`src/rtl/sym_serial_tx_if.sv`:
```
// Symbol handshake bundle between a symbol producer and sym_serial_tx.
//   sym_in    [1:0] : symbol to send (11, 10, 01; 00 is flagged and dropped)
//   sym_valid       : sym_in is valid this cycle
//   sym_ready       : transmitter can accept a symbol this cycle
interface sym_serial_tx_if;
    logic [1:0] sym_in;
    logic       sym_valid;
    logic       sym_ready;

    modport master (output sym_in, output sym_valid, input sym_ready);
    modport slave  (input sym_in, input sym_valid, output sym_ready);
endinterface

```
`src/rtl/sym_serial_tx.sv`:
```
// Serial symbol transmitter for the run-length line code.
// Symbols are buffered in a small FIFO and sent as a run of zeros followed by
// a closing one; the idle-high line level serves as the leading one.
//   clk, rst  : clock, synchronous active-high reset
//   sym_if    : symbol handshake (slave side)
//   x_out     : registered serial line, idles high
//   sym_sent  : registered pulse during a symbol's closing one
//   err_zero  : registered pulse the cycle after a 00 symbol is accepted
//   busy      : registered, high while the FIFO holds symbols or a symbol is on the line
module sym_serial_tx #(
    parameter int unsigned FIFO_DEPTH = 4,
    parameter int unsigned LONG_ZEROS = 3
) (
    input  logic            clk,
    input  logic            rst,
    sym_serial_tx_if.slave  sym_if,
    output logic            x_out,
    output logic            sym_sent,
    output logic            err_zero,
    output logic            busy
);

    localparam int unsigned PTR_W = (FIFO_DEPTH > 1) ? $clog2(FIFO_DEPTH) : 1;
    localparam int unsigned OCC_W = $clog2(FIFO_DEPTH + 1);
    localparam int unsigned CNT_W = $clog2(LONG_ZEROS + 1);

    typedef enum logic [1:0] {
        ST_IDLE = 2'd0,
        ST_ZERO = 2'd1,
        ST_MARK = 2'd2
    } state_e;

    state_e             state_q, state_d;
    logic [1:0]         mem_q [FIFO_DEPTH];
    logic [PTR_W-1:0]   rd_ptr_q, rd_ptr_d;
    logic [PTR_W-1:0]   wr_ptr_q, wr_ptr_d;
    logic [OCC_W-1:0]   count_q, count_d;
    logic [CNT_W-1:0]   zcnt_q, zcnt_d;
    logic               x_out_q, x_out_d;
    logic               sym_sent_q, sym_sent_d;
    logic               err_zero_q, err_zero_d;
    logic               busy_q, busy_d;

    logic               full;
    logic               fifo_nonempty;
    logic               accept;
    logic               push;
    logic               pop;
    logic [CNT_W-1:0]   head_len;

    // Handshake and FIFO control
    assign full             = (count_q == OCC_W'(FIFO_DEPTH));
    assign fifo_nonempty    = (count_q != '0);
    assign sym_if.sym_ready = !full && !rst;
    assign accept           = sym_if.sym_valid && sym_if.sym_ready;
    assign push             = accept && (sym_if.sym_in != 2'b00);
    // A new symbol can only start when no zero run is in progress
    assign pop              = ((state_q == ST_IDLE) || (state_q == ST_MARK)) && fifo_nonempty;

    // Zero-run length of the symbol at the FIFO head
    always_comb begin
        head_len = CNT_W'(LONG_ZEROS);
        case (mem_q[rd_ptr_q])
            2'b11:   head_len = CNT_W'(1);
            2'b10:   head_len = CNT_W'(2);
            default: head_len = CNT_W'(LONG_ZEROS);
        endcase
    end

    // FSM state register
    always_ff @(posedge clk) begin
        if (rst) begin
            state_q <= ST_IDLE;
        end else begin
            state_q <= state_d;
        end
    end

    // FSM next state
    always_comb begin
        state_d = state_q;
        case (state_q)
            ST_IDLE: if (fifo_nonempty) state_d = ST_ZERO;
            ST_ZERO: if (zcnt_q <= CNT_W'(1)) state_d = ST_MARK;
            ST_MARK: state_d = fifo_nonempty ? ST_ZERO : ST_IDLE;
            default: state_d = ST_IDLE;
        endcase
    end

    // FSM outputs, computed from the next state so they land registered
    always_comb begin
        x_out_d    = (state_d != ST_ZERO);
        sym_sent_d = (state_d == ST_MARK);
        err_zero_d = accept && (sym_if.sym_in == 2'b00);
        busy_d     = (count_d != '0) || (state_d != ST_IDLE);
    end

    // FIFO pointers, occupancy and zero-run counter
    always_comb begin
        rd_ptr_d = pop  ? rd_ptr_q + PTR_W'(1) : rd_ptr_q;
        wr_ptr_d = push ? wr_ptr_q + PTR_W'(1) : wr_ptr_q;
        count_d  = count_q;
        case ({push, pop})
            2'b10:   count_d = count_q + OCC_W'(1);
            2'b01:   count_d = count_q - OCC_W'(1);
            default: count_d = count_q;
        endcase
        zcnt_d = zcnt_q;
        if (pop) begin
            zcnt_d = head_len;
        end else if ((state_q == ST_ZERO) && (zcnt_q != '0)) begin
            zcnt_d = zcnt_q - CNT_W'(1);
        end
    end

    // Control and output registers
    always_ff @(posedge clk) begin
        if (rst) begin
            rd_ptr_q   <= '0;
            wr_ptr_q   <= '0;
            count_q    <= '0;
            zcnt_q     <= '0;
            x_out_q    <= 1'b1;
            sym_sent_q <= 1'b0;
            err_zero_q <= 1'b0;
            busy_q     <= 1'b0;
        end else begin
            rd_ptr_q   <= rd_ptr_d;
            wr_ptr_q   <= wr_ptr_d;
            count_q    <= count_d;
            zcnt_q     <= zcnt_d;
            x_out_q    <= x_out_d;
            sym_sent_q <= sym_sent_d;
            err_zero_q <= err_zero_d;
            busy_q     <= busy_d;
        end
    end

    // Symbol storage; contents are don't-care while the FIFO is empty
    always_ff @(posedge clk) begin
        if (push) begin
            mem_q[wr_ptr_q] <= sym_if.sym_in;
        end
    end

    assign x_out    = x_out_q;
    assign sym_sent = sym_sent_q;
    assign err_zero = err_zero_q;
    assign busy     = busy_q;

endmodule

```
`src/flat_wrapper.sv`:
```
// flat-port wrapper written by rule: the top's interface ports become plain ports
module sym_serial_tx_flat 
#(
    parameter int unsigned FIFO_DEPTH = 4,
    parameter int unsigned LONG_ZEROS = 3
)
  (clk, rst, x_out, sym_sent, err_zero, busy, sym_if_sym_in, sym_if_sym_valid, sym_if_sym_ready);
  sym_serial_tx_if sym_if_i ();
  input  logic clk;
  input  logic rst;
  output logic x_out;
  output logic sym_sent;
  output logic err_zero;
  output logic busy;
  input wire logic [$bits(sym_if_i.sym_in)-1:0] sym_if_sym_in;
  input wire logic [$bits(sym_if_i.sym_valid)-1:0] sym_if_sym_valid;
  output wire logic [$bits(sym_if_i.sym_ready)-1:0] sym_if_sym_ready;
  assign sym_if_i.sym_in = sym_if_sym_in;
  assign sym_if_i.sym_valid = sym_if_sym_valid;
  assign sym_if_sym_ready = sym_if_i.sym_ready;
  sym_serial_tx #(.FIFO_DEPTH(FIFO_DEPTH), .LONG_ZEROS(LONG_ZEROS)) u_core (.clk(clk), .rst(rst), .sym_if(sym_if_i), .x_out(x_out), .sym_sent(sym_sent), .err_zero(err_zero), .busy(busy));
endmodule
```
`config.mk`:
```
export PLATFORM = sky130hd
export DESIGN_NAME = sym_serial_tx_flat
export DESIGN_NICKNAME = d
export VERILOG_FILES = /design/src/rtl/sym_serial_tx_if.sv /design/src/rtl/sym_serial_tx.sv /design/src/flat_wrapper.sv
export SDC_FILE = /design/constraint.sdc
export NUM_CORES = 1
export LEC_CHECK = 0
export ABC_AREA = 1
export CAP_MARGIN = 20
export CORE_ASPECT_RATIO = 2
export CORE_MARGIN = 2
export CORE_UTILIZATION = 35
export CTS_CLUSTER_DIAMETER = 60
export DETAILED_ROUTE_END_ITERATION = 12
export DONT_BUFFER_PORTS = 1
export HOLD_SLACK_MARGIN = 0.15
export PLACE_DENSITY_LB_ADDON = 0.25
export SLEW_MARGIN = 10
export SYNTH_ARGS = -nofsm -noshare
export SYNTH_HDL_FRONTEND = slang
export SYNTH_SLANG_ARGS = --single-unit
```
`constraint.sdc`:
```
create_clock -name clk -period 2.9 [get_ports clk]
set_input_delay 0.435 -clock clk [delete_from_list [all_inputs] [get_ports clk]]
set_output_delay 0.435 -clock clk [all_outputs]
set_load 0.02 [all_outputs]
```
==> results of run 1 <==
==> registers in the layout (all words and copies together) (netlist names), named ones only <==
register / flops
u_core.busy: 1
u_core.count_q: 3
u_core.err_zero: 1
u_core.mem_q: 8
u_core.rd_ptr_q: 2
u_core.state_q: 2
u_core.sym_sent: 1
u_core.wr_ptr_q: 2
u_core.x_out: 1
u_core.zcnt_q: 2
==> metrics by stage <==
stage          setup slack (ns)  util, %  power [uW]
6_report                 0.8859    38.69        1021
5_1_grt                  0.6377    38.69        1118
4_1_cts                  0.8639    38.69        1038
3_5_place_dp             0.7467    37.25       838.9
3_3_place_gp             0.8241    37.25       828.8
2_1_floorplan            0.9334        -       763.6
==> power by group through the flow <==
stage / Sequential [uW] / Clock, uW / Combinational [uW]
after floorplan: 487 / 0 / 277
after global placement: 497 / 0 / 331
after detailed placement: 499 / 0 / 340
after CTS: 491 / 206 / 341
after global routing: 500 / 221 / 397
final: 490 / 199 / 333
==> routing by layer <==
metal / global-route usage, % / part of all wire (%) / vias to the layer above
li1: - / - / 406
met2: 21.52 / 56 / 10
met1: 11.73 / 37 / 344
met3: 2.796 / 3.7 / 5
met4: 7.438 / 3.0 / 0
met5: 0 / 0 / -
==> cell families after synthesis <==
group / Yosys count
AND/OR/NAND/NOR: 43
buffers and inverters: 31
flip-flops: 25
AO/OA/AOI/OAI: 20
adder cells (fa/ha/maj): 7
XOR/XNOR: 2
==> synth_stat cells <==
cell	count	share of area, %
a21boi_1	1	0.66
or2_4	1	0.77
nor2_1	9	3.0
nand3_2	1	0.88
nand3b_1	1	0.66
or2_1	1	0.55
nand3_1	7	3.1
xor2_1	2	1.5
a31oi_1	1	0.55
nand2_1	19	6.3
inv_2	4	1.3
inv_1	26	8.6
dfxtp_1	17	30
nor3_1	2	0.88
o21ai_1	4	1.8
fa_1	1	1.8
nand2_2	1	0.55
o21ai_2	1	0.77
buf_6	1	0.99
edfxtp_1	8	21
o21ai_0	7	3.1
a21oi_1	6	2.6
ha_1	6	6.6
nand4_4	1	1.9
==> worst paths after layout <==
kind                       endpoint  slack, ns  depth (start not counted)
hold reg to reg           flip-flop       0.47                          2
hold / removal    u_core.count_q[2]       0.23                          1
setup / recovery        u_core.busy       0.89                         13
setup reg to reg        u_core.busy       0.89                         13
==> final cells by class <==
class | count | area, um^2
multi-input combinational | 72 | 430.4
clock buffer | 4 | 45.04
tap | 31 | 38.79
sequential | 25 | 580.6
fill | 335 | 1913
inverter | 30 | 112.6
==> flow_summary_export.csv, run 1 <==
group,metric,value,unit
hold_path,min_path_type,"in -> reg",
pwr,p_int,651.4,uW
floorplanning,io_pins,10,
logic_synthesis,synth-compound-area-share,9.482,%
global_route,grt_pass1_vias,759,
clock_tree,post_cts_buffers,0,
sta,fin_skew,0.004285,ns
global_route,grt_pass1_wl,3256,um
setup_path,path_delay_family,"adder cells",
global_route,antenna_found_initial,0,
floorplanning,coreArea,0.003120,mm^2
cells_and_area,final_cell_mix,"26 x inv_1, 19 x nand2_1, 17 x dfxtp_1, 9 x nor2_1, 8 x edfxtp_1",
cells_and_area,fin_cells,162,
setup_path,critical_path_required,3.09,ns
placement,io_buffers,0,
pwr,leakage,0.0005266,uW
floorplanning,die_area,0.003742,mm^2
drt,drtIter0Drc,14,
logic_synthesis,syn-num-nets,140,
sta,setup_viol_count_final,0,
clock_tree,clock-sinks,25,
placement,place_hpwl,1521,um
floorplanning,row_count,29,
hold_path,min_from,"rst",
sta,hold_violations,0,
pwr,vdd_drop_max,0.0003779,V
drt,drt-vias-per-instance,4.722,
status,outcome,"finished, final reports clean",
drt,num_vias,765,
placement,gp_congestion,0.7894,
setup_path,crit_start,"u_core.count_q[2]",
logic_synthesis,synth_fa_ha_area_share,8.379,%
floorplanning,fp.dieW,44.27,um
setup_path,crit_path_cell_trace,"inv_1 -> nand3_2 -> nand2_2 -> inv_2 -> ha_1 -> inv_1 -> fa_1 -> inv_1 -> nand2_1 -> nand3b_1 -> xor2_1 -> inv_1 -> o21ai_0",
clock_tree,cts_buffers,3,
logic_synthesis,ys_seq_elements,25,
setup_path,cp.arrival,2.20,ns
cells_and_area,layout_commonest_cell,"inv_1",
logic_synthesis,synth_cells,128,
sta,hold_ws,0.2300,ns
pwr,clkPwrFrac,19.4,%
cells_and_area,fin_nets,144,
drt,drcViolationCount,0,
drt,post_drt_wl_per_cell,11.41,um
cells_and_area,fin_area,0.001207,mm^2
sta,maxSlewViolCount,0,
logic_synthesis,synth_top_family_by_area,"simple AND/OR/NAND/NOR gates",
setup_path,crit_slowest_cell,"fa_1",
clock_tree,hold_buffers,0,
sta,setup_tns,0,ns
clock_tree,clk_pin_slew_worst_paths,0.08,ns
drt,drt-total-wl,1849,um
logic_synthesis,synth_xor_area_share,1.544,%
drt,first_pass_iters,4,
cells_and_area,areaGrowthSynthToFinish,6.395,%
setup_path,critPathCaptureType,"flip-flop",
sta,rsz0062_at_grt,"no",
sta,layout_min_cycle_time,2.014,ns
setup_path,path_buf_inv,5,
clock_tree,cts_resized,0,
job,drv_cap,0,
pwr,p_seq_share,48.0,%
setup_path,r2r_start,"u_core.count_q[2]",
clock_tree,htree_num_levels,1,
clock_tree,cts_tree,"yes",
floorplanning,die_h,84.53,um
logic_synthesis,ys_seq_area_share,51.16,%
global_route,overflow,0,
clock_tree,clockRootBuffer,"clkbuf_8",
placement,place_area,0.001162,mm^2
clock_tree,clk_latency,0.26,ns
drt,detail-route-antenna-nets,0,
cells_and_area,diodes,0,
pwr,p_sw_share,36.19,%
logic_synthesis,synthSimpleGateAreaFrac,18.52,%
setup_path,path_max_fanout,7,
setup_path,critPathKind,"reg -> reg",
setup_path,start_kind,"flip-flop",
placement,dp_cells,158,
pwr,netSwitchingPower,369.4,uW
logic_synthesis,syn_area_per_cell,8.866,um^2
sta,finalCritPeriodShare,69.45,%
floorplanning,initial_core_util,36.37,%
cells_and_area,final_layout_size_suffix_gt1_share,9.160,%
logic_synthesis,yosys_warnings,0,
global_route,grt_max_degree,14,
sta,tightest_slew,0.6314,ns
pwr,p_comb_share,32.6,%
logic_synthesis,synth_area,0.001135,mm^2
pwr,p_per_area,845.5,mW/mm^2
setup_path,cpMostUsedCell,"inv_1",
logic_synthesis,synth.area.mux_share,0,%
sta,relSlewSlack,57.71,%
setup_path,max_stage_delay,0.37,ns
global_route,grt_usage,12.09,%
logic_synthesis,synth_cell_types,24,
sta,fmaxAchievable,0.4965,GHz
clock_tree,cts_max_path_buffers,2,
No activity file was read; power rests on OpenSTA's default activity.
==> run 2, diff against run 1 <==
==> constraint.sdc (replaced) <==
create_clock -name clk -period 2 [get_ports clk]
set_input_delay 0.3 -clock clk [delete_from_list [all_inputs] [get_ports clk]]
set_output_delay 0.3 -clock clk [all_outputs]
set_load 0.02 [all_outputs]
==> flow_summary_export.csv, run 2 (synthesized netlist as in run 1, its figures left out) <==
group,metric,value,unit
setup_path,max_stage_delay,0.52,ns
setup_path,critPathCaptureType,"flip-flop",
clock_tree,cts_buffers,3,
cells_and_area,fin_nets,150,
cells_and_area,register_area,583.1,um^2
setup_path,cpMostUsedCell,"o21ai_0",
global_route,grt_pass1_vias,821,
floorplanning,row_count,29,
cells_and_area,top_regs,"u_core.mem_q (8), u_core.count_q (3)",
clock_tree,clock-sinks,25,
job,drv_cap,0,
sta,maxSlewViolCount,0,
placement,gp_congestion,0.7127,
pwr,vdd_drop_max,0.0007594,V
cells_and_area,largest_reg_flops,8,
cells_and_area,fin_cells,168,
clock_tree,post_cts_buffers,0,
setup_path,cp.arrival,2.02,ns
clock_tree,clk_latency,0.26,ns
global_route,overflow,0,
floorplanning,io_pins,10,
pwr,leakage,0.0005529,uW
hold_path,min_to,"u_core.err_zero",
drt,drtIter0Drc,16,
cells_and_area,multi_input_area,435.4,um^2
setup_path,path_max_fanout,4,
drt,drcViolationCount,0,
drt,num_vias,793,
clock_tree,htree_num_levels,1,
placement,io_buffers,0,
cells_and_area,fin_area,0.001267,mm^2
clock_tree,cts_max_path_buffers,2,
hold_path,min_from,"sym_if_sym_valid",
global_route,grt_pass1_wl,3525,um
placement,dp_cells,161,
floorplanning,die_h,84.53,um
pwr,p_per_area,1208,mW/mm^2
sta,fmaxAchievable,0.5336,GHz
sta,setup_tns,0,ns
global_route,grt_usage,12.49,%
drt,detail-route-antenna-nets,0,
clock_tree,cts_tree,"yes",
setup_path,r2r_start,"u_core.count_q[0]",
setup_path,crit_path_cell_trace,"inv_2 -> nand3_1 -> nand4_4 -> ha_2 -> inv_1 -> fa_2 -> o21ai_1 -> o21ai_0 -> o21ai_0",
setup_path,rr_worst_depth,9,
hold_path,min_path_type,"in -> reg",
floorplanning,die_area,0.003742,mm^2
cells_and_area,top_register,"u_core.mem_q",
sta,setup_viol_count_final,0,
sta,fin_skew,0.003116,ns
cells_and_area,fillers,319,
setup_path,r2r-end,"u_core.busy",
placement,place_hpwl,1491,um
drt,drt-vias-per-instance,4.720,
setup_path,start_kind,"flip-flop",
floorplanning,initial_core_util,36.37,%
clock_tree,clk_pin_slew_worst_paths,0.08,ns
sta,relSlewSlack,59.38,%
cells_and_area,final_layout_size_suffix_gt1_share,13.87,%
sta,finalCritPeriodShare,93.71,%
drt,post_drt_wl_per_cell,11.80,um
sta,tightest_slew,0.6064,ns
cells_and_area,final_cell_mix,"26 x inv_1, 19 x nand2_1, 15 x dfxtp_1, 9 x nor2_1, 8 x edfxtp_1",
setup_path,critPathKind,"reg -> reg",
setup_path,critical_path_required,2.15,ns
hold_path,hold_depth,2,
cells_and_area,diodes,0,
global_route,antenna_found_initial,0,
sta,rsz0062_at_grt,"no",
cells_and_area,layout_commonest_cell,"inv_1",
sta,layout_min_cycle_time,1.874,ns
status,outcome,"finished, final reports clean",
drt,first_pass_iters,4,
placement,place_area,0.001185,mm^2
setup_path,crit_slowest_cell,"fa_2",
sta,hold_violations,0,
cells_and_area,areaGrowthSynthToFinish,11.69,%
global_route,grt_max_degree,14,
floorplanning,coreArea,0.003120,mm^2
clock_tree,clockRootBuffer,"clkbuf_8",
floorplanning,fp.dieW,44.27,um
drt,drt-total-wl,1983,um
setup_path,reg2reg_slack,0.13,ns
==> run 2: cell type report <==
| type | instances | area share [%] |
|---|---|---|
| clock buffers | 4 | 3.554 |
| inverters | 30 | 8.884 |
| multi-input cells | 72 | 34.35 |
| flip-flops and latches | 25 | 46.00 |
| well taps | 31 | 3.060 |
| repair buffers | 6 | 4.146 |
==> run 2: how the worst max path moves through the flow <==
| stage | from | end | slack [ns] | depth (start not counted) |
|---|---|---|---|---|
| global route | u_core.count_q[2] | u_core.busy | 0.0007 | 10 |
| floorplan | sym_if_sym_in[1] | u_core.busy | 0.17 | 11 |
| detailed placement | sym_if_sym_in[1] | u_core.busy | 0.12 | 11 |
| finish | u_core.count_q[0] | u_core.busy | 0.13 | 9 |
| global placement | sym_if_sym_in[1] | u_core.busy | 0.13 | 8 |
| CTS | u_core.count_q[0] | u_core.busy | 0.11 | 13 |
==> run 2: per-layer routing <==
metal | track usage [%] | vias to the layer above | part of all wire (%)
met3 | 1.935 | 4 | 2.5
met4 | 4.959 | 0 | 2.2
met2 | 22.06 | 9 | 59
li1 | - | 418 | -
met1 | 14.27 | 362 | 36
met5 | 0 | - | 0
==> run 2: repair_timing <==
item,4_1_cts,5_1_grt
hold buffers,3,0
setup endpoints to repair,0,3
hold endpoints to repair,14,0
gates resized for setup,0,5
==> run 2: critical path: cells and delay by family (launching register included) <==
kind | cells | cell delay, ns
flip-flops | 1 | 0.33
AND/OR/NAND/NOR | 2 | 0.24
AO/OA/AOI/OAI | 3 | 0.34
buffers and inverters | 2 | 0.15
adder cells (fa/ha/maj) | 2 | 0.70
==> run 2: through the flow <==
step / hold slack, ns / total power [uW] / setup slack, ns / utilization, %
finish: 0.1768 / 1531 / 0.1258 / 40.62
global route: 0.1805 / 1686 / 0.0006890 / 40.62
CTS: 0.1766 / 1530 / 0.1103 / 40.38
detailed placement: 0.3769 / 1229 / 0.1217 / 37.97
global placement: 0.3748 / 1214 / 0.1333 / 37.97
floorplan: 0.3989 / 1107 / 0.1684 / -
==> run 2: power by group <==
| group | switching (uW) | internal, uW |
|---|---|---|
| Sequential | 84.6 | 625 |
| Clock | 149 | 142 |
| Combinational | 320 | 210 |
